$ cat src/rtl/alu_pkg.sv
// Shared types and constants for the ALU issue path.
// Pure declarations; no logic, no latency, no flow control.
// Consumers import alu_pkg::* for the instruction layout and bubble encoding.
package alu_pkg;

    typedef logic [3:0] alu_op_t;

    localparam alu_op_t    ALUOP_NOP    = 4'h0;
    localparam logic [7:0] PIPE1_BUBBLE = 8'h00;

    // Instruction byte layout: opcode in the upper nibble feeds ALU_Control.
    typedef struct packed {
        alu_op_t    op;
        logic [3:0] sel;
    } instr_t;

endpackage

$ cat src/rtl/alu_issue_fifo.sv
// 2-entry instruction queue with push/pop/flush, head data visible combinationally.
// Latency: a pushed entry is visible at head_dat one edge after the push.
// Backpressure: caller must not push when full; flush empties it at the edge.
module alu_issue_fifo
    import alu_pkg::*;
#(
    parameter int DEPTH = 2
) (
    input  logic   clk,
    input  logic   rst_n,
    input  logic   push_vld,
    input  instr_t push_dat,
    input  logic   pop,
    input  logic   flush,
    output logic   empty,
    output logic   full,
    output instr_t head_dat
);

    instr_t     mem_q [2];
    instr_t     mem_d [2];
    logic       wr_ptr_q, wr_ptr_d;
    logic       rd_ptr_q, rd_ptr_d;
    logic [1:0] count_q, count_d;

    always_comb begin
        mem_d    = mem_q;
        wr_ptr_d = wr_ptr_q;
        rd_ptr_d = rd_ptr_q;
        count_d  = count_q;
        if (flush) begin
            wr_ptr_d = 1'b0;
            rd_ptr_d = 1'b0;
            count_d  = 2'd0;
        end else begin
            if (push_vld) begin
                mem_d[wr_ptr_q] = push_dat;
                wr_ptr_d        = !wr_ptr_q;
            end
            if (pop) begin
                rd_ptr_d = !rd_ptr_q;
            end
            count_d = count_q + 2'(push_vld) - 2'(pop);
        end
    end

    always_ff @(posedge clk or negedge rst_n) begin
        if (!rst_n) begin
            mem_q    <= '{default: instr_t'(PIPE1_BUBBLE)};
            wr_ptr_q <= 1'b0;
            rd_ptr_q <= 1'b0;
            count_q  <= 2'd0;
        end else begin
            mem_q    <= mem_d;
            wr_ptr_q <= wr_ptr_d;
            rd_ptr_q <= rd_ptr_d;
            count_q  <= count_d;
        end
    end

    assign empty    = (count_q == 2'd0);
    assign full     = (count_q == 2'(DEPTH));
    assign head_dat = mem_q[rd_ptr_q];

endmodule

$ cat src/rtl/alu_op_issue.sv
// Pipe1 issue stage feeding ALU_Control; ALU_ISSUE_STATS_EN adds issue/stall counters.
// Latency: bypass loads Pipe1 on the accepting edge when queue empty and enabled.
// Backpressure: InstrReady drops when the 2-entry queue is full or Flush is high.
module alu_op_issue
    import alu_pkg::*;
#(
    parameter int DEPTH = 2
`ifdef ALU_ISSUE_STATS_EN
    ,
    parameter int CNT_W = 16
`endif
) (
    input  logic                 Clock,
    input  logic                 Reset_n,
    input  logic                 InstrValid,
    input  logic [7:0]           InstrByte,
    output logic                 InstrReady,
    input  logic                 StageEnable,
    input  logic                 Flush,
    output logic [3:0]           Pipe1Out_0_3,
    output logic                 Pipe1Out_4_ALUOP0,
    output logic                 Pipe1Out_5_ALUOP1,
    output logic                 Pipe1Out_6_ALUOP2,
    output logic                 Pipe1Out_7_ALUOP3,
    output logic                 Pipe1Valid
`ifdef ALU_ISSUE_STATS_EN
    ,
    output logic [CNT_W-1:0]     IssueCount,
    output logic [CNT_W-1:0]     StallCount
`endif
);

    logic   fifo_empty, fifo_full;
    logic   fifo_push, fifo_pop;
    logic   push;
    logic   issue;
    instr_t head_dat;
    instr_t pipe1_q, pipe1_d;
    logic   pipe1_vld_q, pipe1_vld_d;

    assign InstrReady = !fifo_full && !Flush;
    assign push       = InstrValid && InstrReady;

    alu_issue_fifo #(
        .DEPTH (DEPTH)
    ) u_fifo (
        .clk      (Clock),
        .rst_n    (Reset_n),
        .push_vld (fifo_push),
        .push_dat (instr_t'(InstrByte)),
        .pop      (fifo_pop),
        .flush    (Flush),
        .empty    (fifo_empty),
        .full     (fifo_full),
        .head_dat (head_dat)
    );

    always_comb begin
        pipe1_d     = pipe1_q;
        pipe1_vld_d = pipe1_vld_q;
        fifo_push   = push;
        fifo_pop    = 1'b0;
        if (Flush) begin
            pipe1_d     = instr_t'(PIPE1_BUBBLE);
            pipe1_vld_d = 1'b0;
        end else if (StageEnable) begin
            if (!fifo_empty) begin
                fifo_pop    = 1'b1;
                pipe1_d     = head_dat;
                pipe1_vld_d = 1'b1;
            end else if (push) begin
                // Empty queue: skip the FIFO so a lone instruction issues with no extra cycle.
                fifo_push   = 1'b0;
                pipe1_d     = instr_t'(InstrByte);
                pipe1_vld_d = 1'b1;
            end else begin
                pipe1_d     = instr_t'(PIPE1_BUBBLE);
                pipe1_vld_d = 1'b0;
            end
        end
        issue = !Flush && StageEnable && pipe1_vld_d;
    end

    always_ff @(posedge Clock or negedge Reset_n) begin
        if (!Reset_n) begin
            pipe1_q     <= instr_t'(PIPE1_BUBBLE);
            pipe1_vld_q <= 1'b0;
        end else begin
            pipe1_q     <= pipe1_d;
            pipe1_vld_q <= pipe1_vld_d;
        end
    end

    assign Pipe1Out_0_3      = pipe1_q.sel;
    assign Pipe1Out_4_ALUOP0 = pipe1_q.op[0];
    assign Pipe1Out_5_ALUOP1 = pipe1_q.op[1];
    assign Pipe1Out_6_ALUOP2 = pipe1_q.op[2];
    assign Pipe1Out_7_ALUOP3 = pipe1_q.op[3];
    assign Pipe1Valid        = pipe1_vld_q;

`ifdef ALU_ISSUE_STATS_EN
    logic             stall;
    logic [CNT_W-1:0] issue_cnt_q, issue_cnt_d;
    logic [CNT_W-1:0] stall_cnt_q, stall_cnt_d;

    // Counters saturate and survive Flush; only reset clears them.
    always_comb begin
        stall       = !StageEnable && pipe1_vld_q && !Flush;
        issue_cnt_d = issue_cnt_q;
        stall_cnt_d = stall_cnt_q;
        if (issue && (issue_cnt_q != '1)) begin
            issue_cnt_d = issue_cnt_q + 1'b1;
        end
        if (stall && (stall_cnt_q != '1)) begin
            stall_cnt_d = stall_cnt_q + 1'b1;
        end
    end

    always_ff @(posedge Clock or negedge Reset_n) begin
        if (!Reset_n) begin
            issue_cnt_q <= '0;
            stall_cnt_q <= '0;
        end else begin
            issue_cnt_q <= issue_cnt_d;
            stall_cnt_q <= stall_cnt_d;
        end
    end

    assign IssueCount = issue_cnt_q;
    assign StallCount = stall_cnt_q;
`else
    logic unused_issue;
    assign unused_issue = issue;
`endif

endmodule
$ cat config.mk
export PLATFORM = sky130hd
export DESIGN_NAME = alu_op_issue
export DESIGN_NICKNAME = d
export VERILOG_FILES = /design/src/rtl/alu_pkg.sv /design/src/rtl/alu_issue_fifo.sv /design/src/rtl/alu_op_issue.sv
export SDC_FILE = /design/constraint.sdc
export NUM_CORES = 1
export LEC_CHECK = 0
export BUFFER_PORTS_ARGS = -buffer_cell sky130_fd_sc_hd__clkbuf_2
export CELL_PAD_IN_SITES_DETAIL_PLACEMENT = 1
export CELL_PAD_IN_SITES_GLOBAL_PLACEMENT = 1
export CORE_MARGIN = 2
export CORE_UTILIZATION = 46
export CTS_BUF_LIST = sky130_fd_sc_hd__clkbuf_8
export CTS_CLUSTER_SIZE = 16
export DETAILED_ROUTE_END_ITERATION = 16
export PLACE_DENSITY = 0.85
export SLEW_MARGIN = 20
export SYNTH_ARGS = -nofsm -noshare
export SYNTH_HDL_FRONTEND = slang
export SYNTH_SLANG_ARGS = --single-unit
$ cat constraint.sdc
create_clock -name Clock -period 2.5 [get_ports Clock]
set_clock_uncertainty 0.1 [all_clocks]
set_input_delay 0.25 -clock Clock [delete_from_list [all_inputs] [get_ports Clock]]
set_output_delay 0.25 -clock Clock [all_outputs]
set_load 0.05 [all_outputs]
==> metrics.cfg <==
[sta]
rsz0062_at_grt = false
period_needed_ns = 1.953
min_period_over_period_pct = 78.13
hold_viol = 0
max_slew.worst_pin.slew_ns = 0.7114
maxSlewHeadroom_pct = 52.57
clock.fmax_ghz = 0.5120
setup_tns_ns = 0
slew_violations = 0
setup_viol = 0
worst_slack_ns = 0.5468

[critical_path]
timing.rr.start = u_fifo.count_q[1]
regToRegEndpoint = u_fifo.count_q[1]
cp.arrival_ns = 2.03
crit_type = register to register
cp_cell_sequence = o21ai_1 -> nor2_1 -> ha_1 -> inv_1 -> ha_1 -> xor2_1 -> and2_1 -> nor3_1
cp-end-kind = register
start_kind = register
path_delay_family = adder cells
critPathSlowestCell = dfrtp_1
worstSetupPathDepth = 8
r2r_cells = 8
critPathBufInv = 1
cpPeakStageDelay_ns = 0.45
r2r_slack_ns = 0.55
critPathRequiredTime_ns = 2.58
critical_path.max_fanout = 7
cp_common_cell = ha_1

[synth]
synth.avg_cell_area_sq_um = 13.38
synth_ff_type = dfrtp_1
synth_commonest_cells = dfrtp_1, nor3_1
yosys_register_bits = 29
synth-edff-count = 0
ys_warn_count = 0
synth_cells = 101
synth_top_area_share_pct = 53.70
synth_top_cell_by_area = dfrtp_1
syn_area_sq_mm = 0.001351
yosysSeqAreaShare_pct = 53.70
syn-num-nets = 116
synth_cell_type_count = 26
netlist_top_cells_area = dfrtp_1, mux2_4, mux2_2, a221o_1, mux2i_1
yosysMostFrequentCell = dfrtp_1
ys_async_sr_fraction_pct = 100.0

[routing]
num_vias = 913
drt_iter0_markers = 32
postRouteAntennaNets = 0
drcViolationCount = 0
dr.pass1.iters = 3
drt-wirelength-per-cell_um = 18.58
routed_wl_um = 2955
via_per_inst = 5.742

[final_layout]
drive_gt1_share_pct = 38.28
n_antenna_cell = 0
fillers = 283
areaGrowthSynthToFinish_pct = 18.61
final_util_pct = 57.62
num-nets-final = 142
post-route-cell-area_sq_mm = 0.001603

[power_and_ir_drop]
power.density_cell_area_mw_per_mm2 = 978.4
power.leakage_nw = 0.7798
p_int_w = 0.001116
switchingPower_w = 0.0004525
p_seq_share_pct = 44.4
p_clk_share_pct = 31.6
switching_share_pct = 28.86
peakVddDrop_uv = 635.5
share_comb_of_total_power_pct = 24.0

[die]
ios = 23
core.rowCount = 19
die-width_um = 58.20
die_h_um = 58.20
start_util_pct = 48.58
coreArea_sq_mm = 0.002781
die-area_sq_mm = 0.003387

[place]
gp_congestion = 0.7306
hpwlAfterDp_um = 2055
pre_cts_ws_ns = 0.5900
io_buffers = 22
place_area_sq_mm = 0.001476

[clock_network]
cts_setup_buffers = 0
cts.repair.resized = 0
numCtsBuffers = 5
htree_levels = 2
clockRootBuffer = clkbuf_8
cts_sinks = 29
cts_hold_buf = 1
clk_pin_slew_ns = 0.06
clock_latency_ns = 0.28
cts_tree = done
clk_path_buf_depth = 2

[global_route]
grt_use_total_pct = 20.04
antenna_found_initial = 0
grt-ovfl-total = 0
grt_pass1_vias = 1055
grt_max_degree = 30
grt_pass1_wl_um = 4940

[min_path]
hold_depth = 2
worstHoldStart = InstrByte[6]
hold_path_end = Pipe1Out_6_ALUOP2
hold_class = input pin to register

[job]
maxCapViolCount = 0

[run_status]
status = finished, final reports clean

state kept, by name, indices dropped and copies added, names as in the netlist:
signal / count
u_fifo.mem_q: 16
Pipe1Out_0_3: 4
u_fifo.count_q: 2
Pipe1Out_4_ALUOP0: 1
Pipe1Out_5_ALUOP1: 1
Pipe1Out_6_ALUOP2: 1
Pipe1Out_7_ALUOP3: 1
Pipe1Valid: 1
u_fifo.rd_ptr_q: 1
u_fifo.wr_ptr_q: 1
worst register-to-register path: stages, from the launching register on:
cell     delay [ns]
dfrtp_1        0.45
o21ai_1        0.22
nor2_1         0.07
ha_1           0.28
inv_1          0.04
ha_1           0.19
xor2_1         0.15
and2_1         0.17
nor3_1         0.18
layer usage:
metal  GRT usage, %  vias up  routed length [um]
li1               -      419                   -
met2          33.77       18                1517
met4          7.973        0                  37
met1          23.98      471                1290
met5              0        -                   0
met3          6.027        5                 110
kinds of logic after synthesis:
group,synth area share (%)
muxes,21.48
buffers and inverters,3.426
AOI/OAI and AO/OA,8.333
DFF,53.70
xor gates and xnor gates,1.297
adders and majority gates,1.852
and+or+nand+nor,9.908
area by class of cell:
type / instances / area, sq um / area share [%]
clock inverter: 2 / 33.78 / 2.108
sequential: 29 / 725.7 / 45.28
inverter: 2 / 7.507 / 0.4684
multi-input combinational: 64 / 579.3 / 36.14
tap: 31 / 38.79 / 2.420
timing repair buffer: 25 / 135.1 / 8.431
clock buffer: 6 / 82.58 / 5.152
stage by stage:
stage          total power [W]  instances  hold WS [ns]
6_report              0.001568        159        0.1323
5_1_grt               0.001643        159        0.1344
4_1_cts               0.001580        159        0.1349
3_5_place_dp          0.001080        150        0.2337
3_3_place_gp          0.001045        150        0.2273
2_1_floorplan        0.0009692        101       -0.1456
power groups by stage:
| stage | clock network (W) | logic (W) | registers [W] |
|---|---|---|---|
| 3_3_place_gp | 0 | 0.000357 | 0.000688 |
| 3_5_place_dp | 0 | 0.000377 | 0.000703 |
| 5_1_grt | 0.000525 | 0.000408 | 0.000710 |
| 2_1_floorplan | 0 | 0.000253 | 0.000717 |
| 6_report | 0.000496 | 0.000376 | 0.000697 |
| 4_1_cts | 0.000504 | 0.000381 | 0.000695 |
layout by cell type (no fill, tap or decap), types with 2 or more instances in the layout:
master    count
mux2i_1       8
xor2_1        2
a221o_1       8
mux2_4        8
buf_4         2
inv_1         3
clkbuf_8      6
nor3_1       11
mux2_2        8
clkbuf_2     22
nor2_1        5
ha_1          2
dfrtp_1      29
worst max path at each step:
stage                         to  slack, ns               from
2_1_floorplan  u_fifo.count_q[1]       0.44  u_fifo.count_q[1]
3_3_place_gp    u_fifo.mem_q[10]       0.70  u_fifo.count_q[1]
3_5_place_dp   u_fifo.count_q[1]       0.59  u_fifo.count_q[1]
4_1_cts        u_fifo.count_q[1]       0.54  u_fifo.count_q[1]
5_1_grt        u_fifo.count_q[1]       0.45  u_fifo.count_q[1]
6_report       u_fifo.count_q[1]       0.55  u_fifo.count_q[1]
Power figures use the tool's default switching activity.
